File: src/rtl/proj_fm_reader.sv
// ---------------------------------------------------------------------------
// proj_fm_reader
// Read side of the FM buffer. A start pulse begins a sweep of every address
// 0..FM_BUFFER_SIZE-1 of a memory with 1-cycle read latency. The returned
// words are streamed out over a valid/ready interface, and the word from the
// last address carries a last flag. A 2-entry FIFO soaks up downstream
// backpressure so that no read already in flight is ever dropped.
//
// Ports
//   clk, rst_n  clock, asynchronous active-low reset
//   start       one-cycle pulse that begins a sweep (ignored unless idle)
//   busy        high while reads are being issued or drained
//   rd_en       memory read strobe
//   rd_addr     memory read address, meaningful while rd_en=1
//   rd_data     memory data, valid the cycle after rd_en
//   out_data    head of the output FIFO
//   out_valid   out_data is valid
//   out_ready   downstream accepts out_data this cycle
//   out_last    out_data is the word from address FM_BUFFER_SIZE-1
//   done        one-cycle pulse after the final word is accepted
// ---------------------------------------------------------------------------
module proj_fm_reader #(
   parameter int FM_BUFFER_SIZE = 8,
   parameter int DATA_WIDTH     = 32
) (
   input  logic                      clk,
   input  logic                      rst_n,
   input  logic                      start,
   output logic                      busy,
   output logic                      rd_en,
   output logic [FM_BUFFER_SIZE-1:0] rd_addr,
   input  logic [DATA_WIDTH-1:0]     rd_data,
   output logic [DATA_WIDTH-1:0]     out_data,
   output logic                      out_valid,
   input  logic                      out_ready,
   output logic                      out_last,
   output logic                      done
);

   localparam int AW = FM_BUFFER_SIZE;
   localparam logic [AW-1:0] LAST_ADDR = AW'(FM_BUFFER_SIZE - 1);

   typedef enum logic [1:0] {
      IDLE   = 2'd0,
      READ   = 2'd1,
      DRAIN  = 2'd2,
      FINISH = 2'd3
   } state_t;

   state_t                state_q;
   logic [AW-1:0]         cnt_q;
   logic                  busy_q;
   logic                  done_q;

   // Read issued last cycle: its data arrives on rd_data this cycle.
   logic                  inflight_q;
   logic                  inflight_last_q;

   // Two-entry FIFO; slot 0 is always the head.
   logic [1:0]            occ_q;
   logic [DATA_WIDTH-1:0] data0_q, data1_q;
   logic                  last0_q, last1_q;

   logic                  push;
   logic                  pop;
   logic [2:0]            level;
   logic                  issue_ok;
   logic [1:0]            occ_d;

   assign push = inflight_q;
   assign pop  = out_valid && out_ready;

   // Words that will occupy the FIFO after this cycle if nothing new is issued.
   // A new read is allowed only if its data is guaranteed a free slot.
   assign level    = {1'b0, occ_q} + {2'b00, inflight_q} - {2'b00, pop};
   assign issue_ok = (level < 3'd2);
   assign occ_d    = occ_q + {1'b0, push} - {1'b0, pop};

   assign rd_en     = (state_q == READ) && issue_ok;
   assign rd_addr   = cnt_q;
   assign out_valid = (occ_q != 2'd0);
   assign out_data  = data0_q;
   assign out_last  = out_valid && last0_q;
   assign busy      = busy_q;
   assign done      = done_q;

   // Sweep control
   always_ff @(posedge clk or negedge rst_n) begin
      if (!rst_n) begin
         state_q <= IDLE;
         cnt_q   <= '0;
         busy_q  <= 1'b0;
         done_q  <= 1'b0;
      end else begin
         case (state_q)
            IDLE: begin
               done_q <= 1'b0;
               if (start) begin
                  state_q <= READ;
                  cnt_q   <= '0;
                  busy_q  <= 1'b1;
               end
            end
            READ: begin
               if (rd_en) begin
                  // Counter parks on the last address rather than wrapping.
                  if (cnt_q == LAST_ADDR) begin
                     state_q <= DRAIN;
                  end else begin
                     cnt_q <= cnt_q + AW'(1);
                  end
               end
            end
            DRAIN: begin
               // No reads issue here, so an empty FIFO after this cycle
               // means the final word has just been accepted.
               if (occ_d == 2'd0) begin
                  state_q <= FINISH;
                  busy_q  <= 1'b0;
                  done_q  <= 1'b1;
               end
            end
            FINISH: begin
               // Extra cycle keeps a start that coincides with done from
               // being accepted.
               state_q <= IDLE;
               done_q  <= 1'b0;
            end
            default: begin
               state_q <= IDLE;
               busy_q  <= 1'b0;
               done_q  <= 1'b0;
            end
         endcase
      end
   end

   // Read pipeline and output FIFO
   always_ff @(posedge clk or negedge rst_n) begin
      if (!rst_n) begin
         inflight_q      <= 1'b0;
         inflight_last_q <= 1'b0;
         occ_q           <= 2'd0;
         data0_q         <= '0;
         data1_q         <= '0;
         last0_q         <= 1'b0;
         last1_q         <= 1'b0;
      end else begin
         inflight_q      <= rd_en;
         inflight_last_q <= rd_en && (cnt_q == LAST_ADDR);
         occ_q           <= occ_d;
         case ({push, pop})
            2'b10: begin
               if (occ_q == 2'd0) begin
                  data0_q <= rd_data;
                  last0_q <= inflight_last_q;
               end else begin
                  data1_q <= rd_data;
                  last1_q <= inflight_last_q;
               end
            end
            2'b01: begin
               data0_q <= data1_q;
               last0_q <= last1_q;
            end
            2'b11: begin
               if (occ_q == 2'd1) begin
                  data0_q <= rd_data;
                  last0_q <= inflight_last_q;
               end else begin
                  data0_q <= data1_q;
                  last0_q <= last1_q;
                  data1_q <= rd_data;
                  last1_q <= inflight_last_q;
               end
            end
            default: begin
            end
         endcase
      end
   end

endmodule

File: config.mk
export PLATFORM = sky130hd
export DESIGN_NAME = proj_fm_reader
export DESIGN_NICKNAME = d
export VERILOG_FILES = /design/src/rtl/proj_fm_reader.sv
export SDC_FILE = /design/constraint.sdc
export NUM_CORES = 1
export LEC_CHECK = 0
export ABC_AREA = 1
export CAP_MARGIN = 20
export CORE_MARGIN = 4
export CORE_UTILIZATION = 51
export DETAILED_ROUTE_END_ITERATION = 16
export GPL_ROUTABILITY_DRIVEN = 0
export PLACE_DENSITY = 0.8
export SLEW_MARGIN = 25
export SYNTH_ARGS = -nofsm -noshare
export SYNTH_HDL_FRONTEND = slang
export SYNTH_SLANG_ARGS = --single-unit
File: constraint.sdc
create_clock -name clk -period 3.2 [get_ports clk]
set_clock_uncertainty 0.1 [all_clocks]
set_input_delay 0.64 -clock clk [delete_from_list [all_inputs] [get_ports clk]]
set_output_delay 0.64 -clock clk [all_outputs]
set_load 0.1 [all_outputs]
==> results.cfg <==
[detailed_routing]
drt_iter0_drc = 181
dr.pass1.iters = 4
drc = 0
viasPerCell = 4.935
ant_nets = 0
avgRoutedWirePerCell_um = 12.38
wl_mm = 8.010
vias = 3193

[clock_network]
htree_levels = 3
root_buffer = clkbuf_8
cts_tree = built
clock-sinks = 82
clk_pin_slew_worst_paths_ns = 0.09
worstSkewPairLatency_ns = 0.33
cts_inserted_buffers = 9
hold_buffers = 0
clockBufferDepth = 2

[cells_and_area]
postLayoutCoreUtil_pct = 66.63
fin_nets = 585
multi_input_area_um2 = 1424
final_cell_area_um2 = 4807
diodes = 0
area_growth_pct = 27.26
instances_no_fill = 647
fillers = 624
ff_latch_area_um2 = 2052
drive_gt1_share_pct = 15.69

[synthesis]
yosys_warnings = 0
synthTopCellsByArea = dfrtp_1, nand2_1, o21ai_1
yosys.area.top_type = dfrtp_1
ys_ff_latch = 82
synth_cells = 461
synth_top_cell_area_share_pct = 54.32
synth.net_count = 503
synth_flop_cell = dfrtp_1
syn_avg_cell_area_um2 = 8.194
yosysMostFrequentCell = nand2_1
synth_edf_count = 0
synth-async-reset-ratio_pct = 100.0
synth_commonest_cells = nand2_1, dfrtp_1, o21ai_1
synth_cell_types = 24
seq_area_frac_synth_pct = 54.32
synth_area_um2 = 3777

[worst_setup_path]
reg2reg_depth = 18
critPathKind = input pin to output port
start_kind = input pin
worst_ep_required_time_ns = 2.46
critPathArrivalTime_ns = 2.33
r2r_slack_ns = 0.23
r2r_end = rd_addr[1]
r2r_start = occ_q[0]
crit_fanout = 3
cp-end-kind = output port

[placement]
placed_area_um2 = 4573
portBuffers = 80
dp_hpwl_mm = 5.463
dp.cells = 628
place_ws_ns = -0.1821

[sta]
period_minus_slack_ns = 3.071
finalCritPeriodShare_pct = 95.96
worst_pin_slew_ns = 0.7389
rsz0062_at_grt = false
slew_headroom_pct = 50.74
setup_viol = 0
drv_slew = 0
fmax_mhz = 325.7
setup_ws_ns = 0.1294
hold_viol = 0

[floorplanning]
rows = 31
chipWidth_um = 94.06
floorplan.die.height_um = 94.06
io_pins = 81
initial_utilization_pct = 52.36
core_area_um2 = 7214
die_area_um2 = 8847

[grt]
grt_first_pass_wirelength_mm = 13.98
first_global_vias = 3087
grt_use_total_pct = 19.80
grt_overflow = 0
grt_max_degree = 83
antenna_found_initial = 0

[run]
cap_violations = 0

[outcome]
status = complete, no violations

[min_path]
min_path_type = input pin to asynchronous set/reset pin
## timing repair
action                     4_1_cts  5_1_grt
buffers inserted                 3        0
pin swaps                        4        2
setup endpoints to repair        1       10
gates resized for setup          4        2
## stage by stage
step	TNS, ns	hold WS, ns
2_1_floorplan	0	0.2444
3_3_place_gp	-0.1099	0.3652
3_5_place_dp	-0.6050	0.3720
4_1_cts	0	0.3929
5_1_grt	0	0.2767
6_report	0	0.2205
## layer usage
| layer | GRT usage, % | up-vias | wire [um] |
|---|---|---|---|
| met5 | 0 | - | 0 |
| met4 | 6.980 | 0 | 114 |
| met3 | 3.686 | 10 | 299 |
| met2 | 32.23 | 81 | 3813 |
| met1 | 26.55 | 1474 | 3782 |
| li1 | - | 1628 | - |
## worst max path at each step
stage               startpoint  depth (start not counted)  slack (ns)    end
floorplan            out_ready                          9        0.16  rd_en
global placement     out_ready                         11       -0.11  rd_en
detailed placement   out_ready                         11       -0.18  rd_en
CTS                   occ_q[0]                         10        0.05  rd_en
global route          occ_q[0]                         10       0.007  rd_en
finish               out_ready                         11        0.13  rd_en
## cell type report
cell class / instances / share of cell area, %
clock buffer: 12 / 3.019
clock inverter: 4 / 1.067
inverter: 52 / 4.060
multi-input combinational: 306 / 29.62
sequential: 82 / 42.69
tap: 99 / 2.577
timing repair buffer: 92 / 16.97
## cells in the final DEF, fill, tap and decap left out, drive strengths merged, types with 5 or more instances in the layout
| master | netlist | routed |
|---|---|---|
| nand2 | 155 | 155 |
| o21ai | 104 | 104 |
| dfrtp | 82 | 82 |
| buf | 16 | 58 |
| inv | 52 | 52 |
| clkdlybuf4s50 | 0 | 33 |
| nor2 | 20 | 20 |
| clkbuf | 5 | 12 |
| nand3 | 11 | 11 |
| ha | 5 | 5 |
## cells by family after synthesis
kind of cell	count (synthesis)	synth area share, %
simple gates	190	19.91
compound gates	110	15.01
flops	82	54.32
buf+inv	73	8.579
fa+ha+maj	6	2.186
## state kept, by name, summed over array words and instances (netlist names)
| signal | cells |
|---|---|
| done | 1 |
| last1_q | 1 |
| out_data | 32 |
| busy | 1 |
| state_q | 2 |
| occ_q | 2 |
| data1_q | 32 |
| inflight_q | 1 |
| inflight_last_q | 1 |
| rd_addr | 8 |
| last0_q | 1 |
## critical path, stage by stage
cell           delay (ns)
dlygate4sd2_1        0.23
inv_1                0.07
nor2_2               0.12
nand2_1              0.07
o21ai_1              0.09
ha_2                 0.19
fa_1                 0.45
inv_2                0.07
nand3_2              0.09
nor2_4               0.13
buf_12               0.18
Power is left out: the tool's default activity adds up to more than one toggle a clock period on the data nets, which glitch-free logic cannot reach.
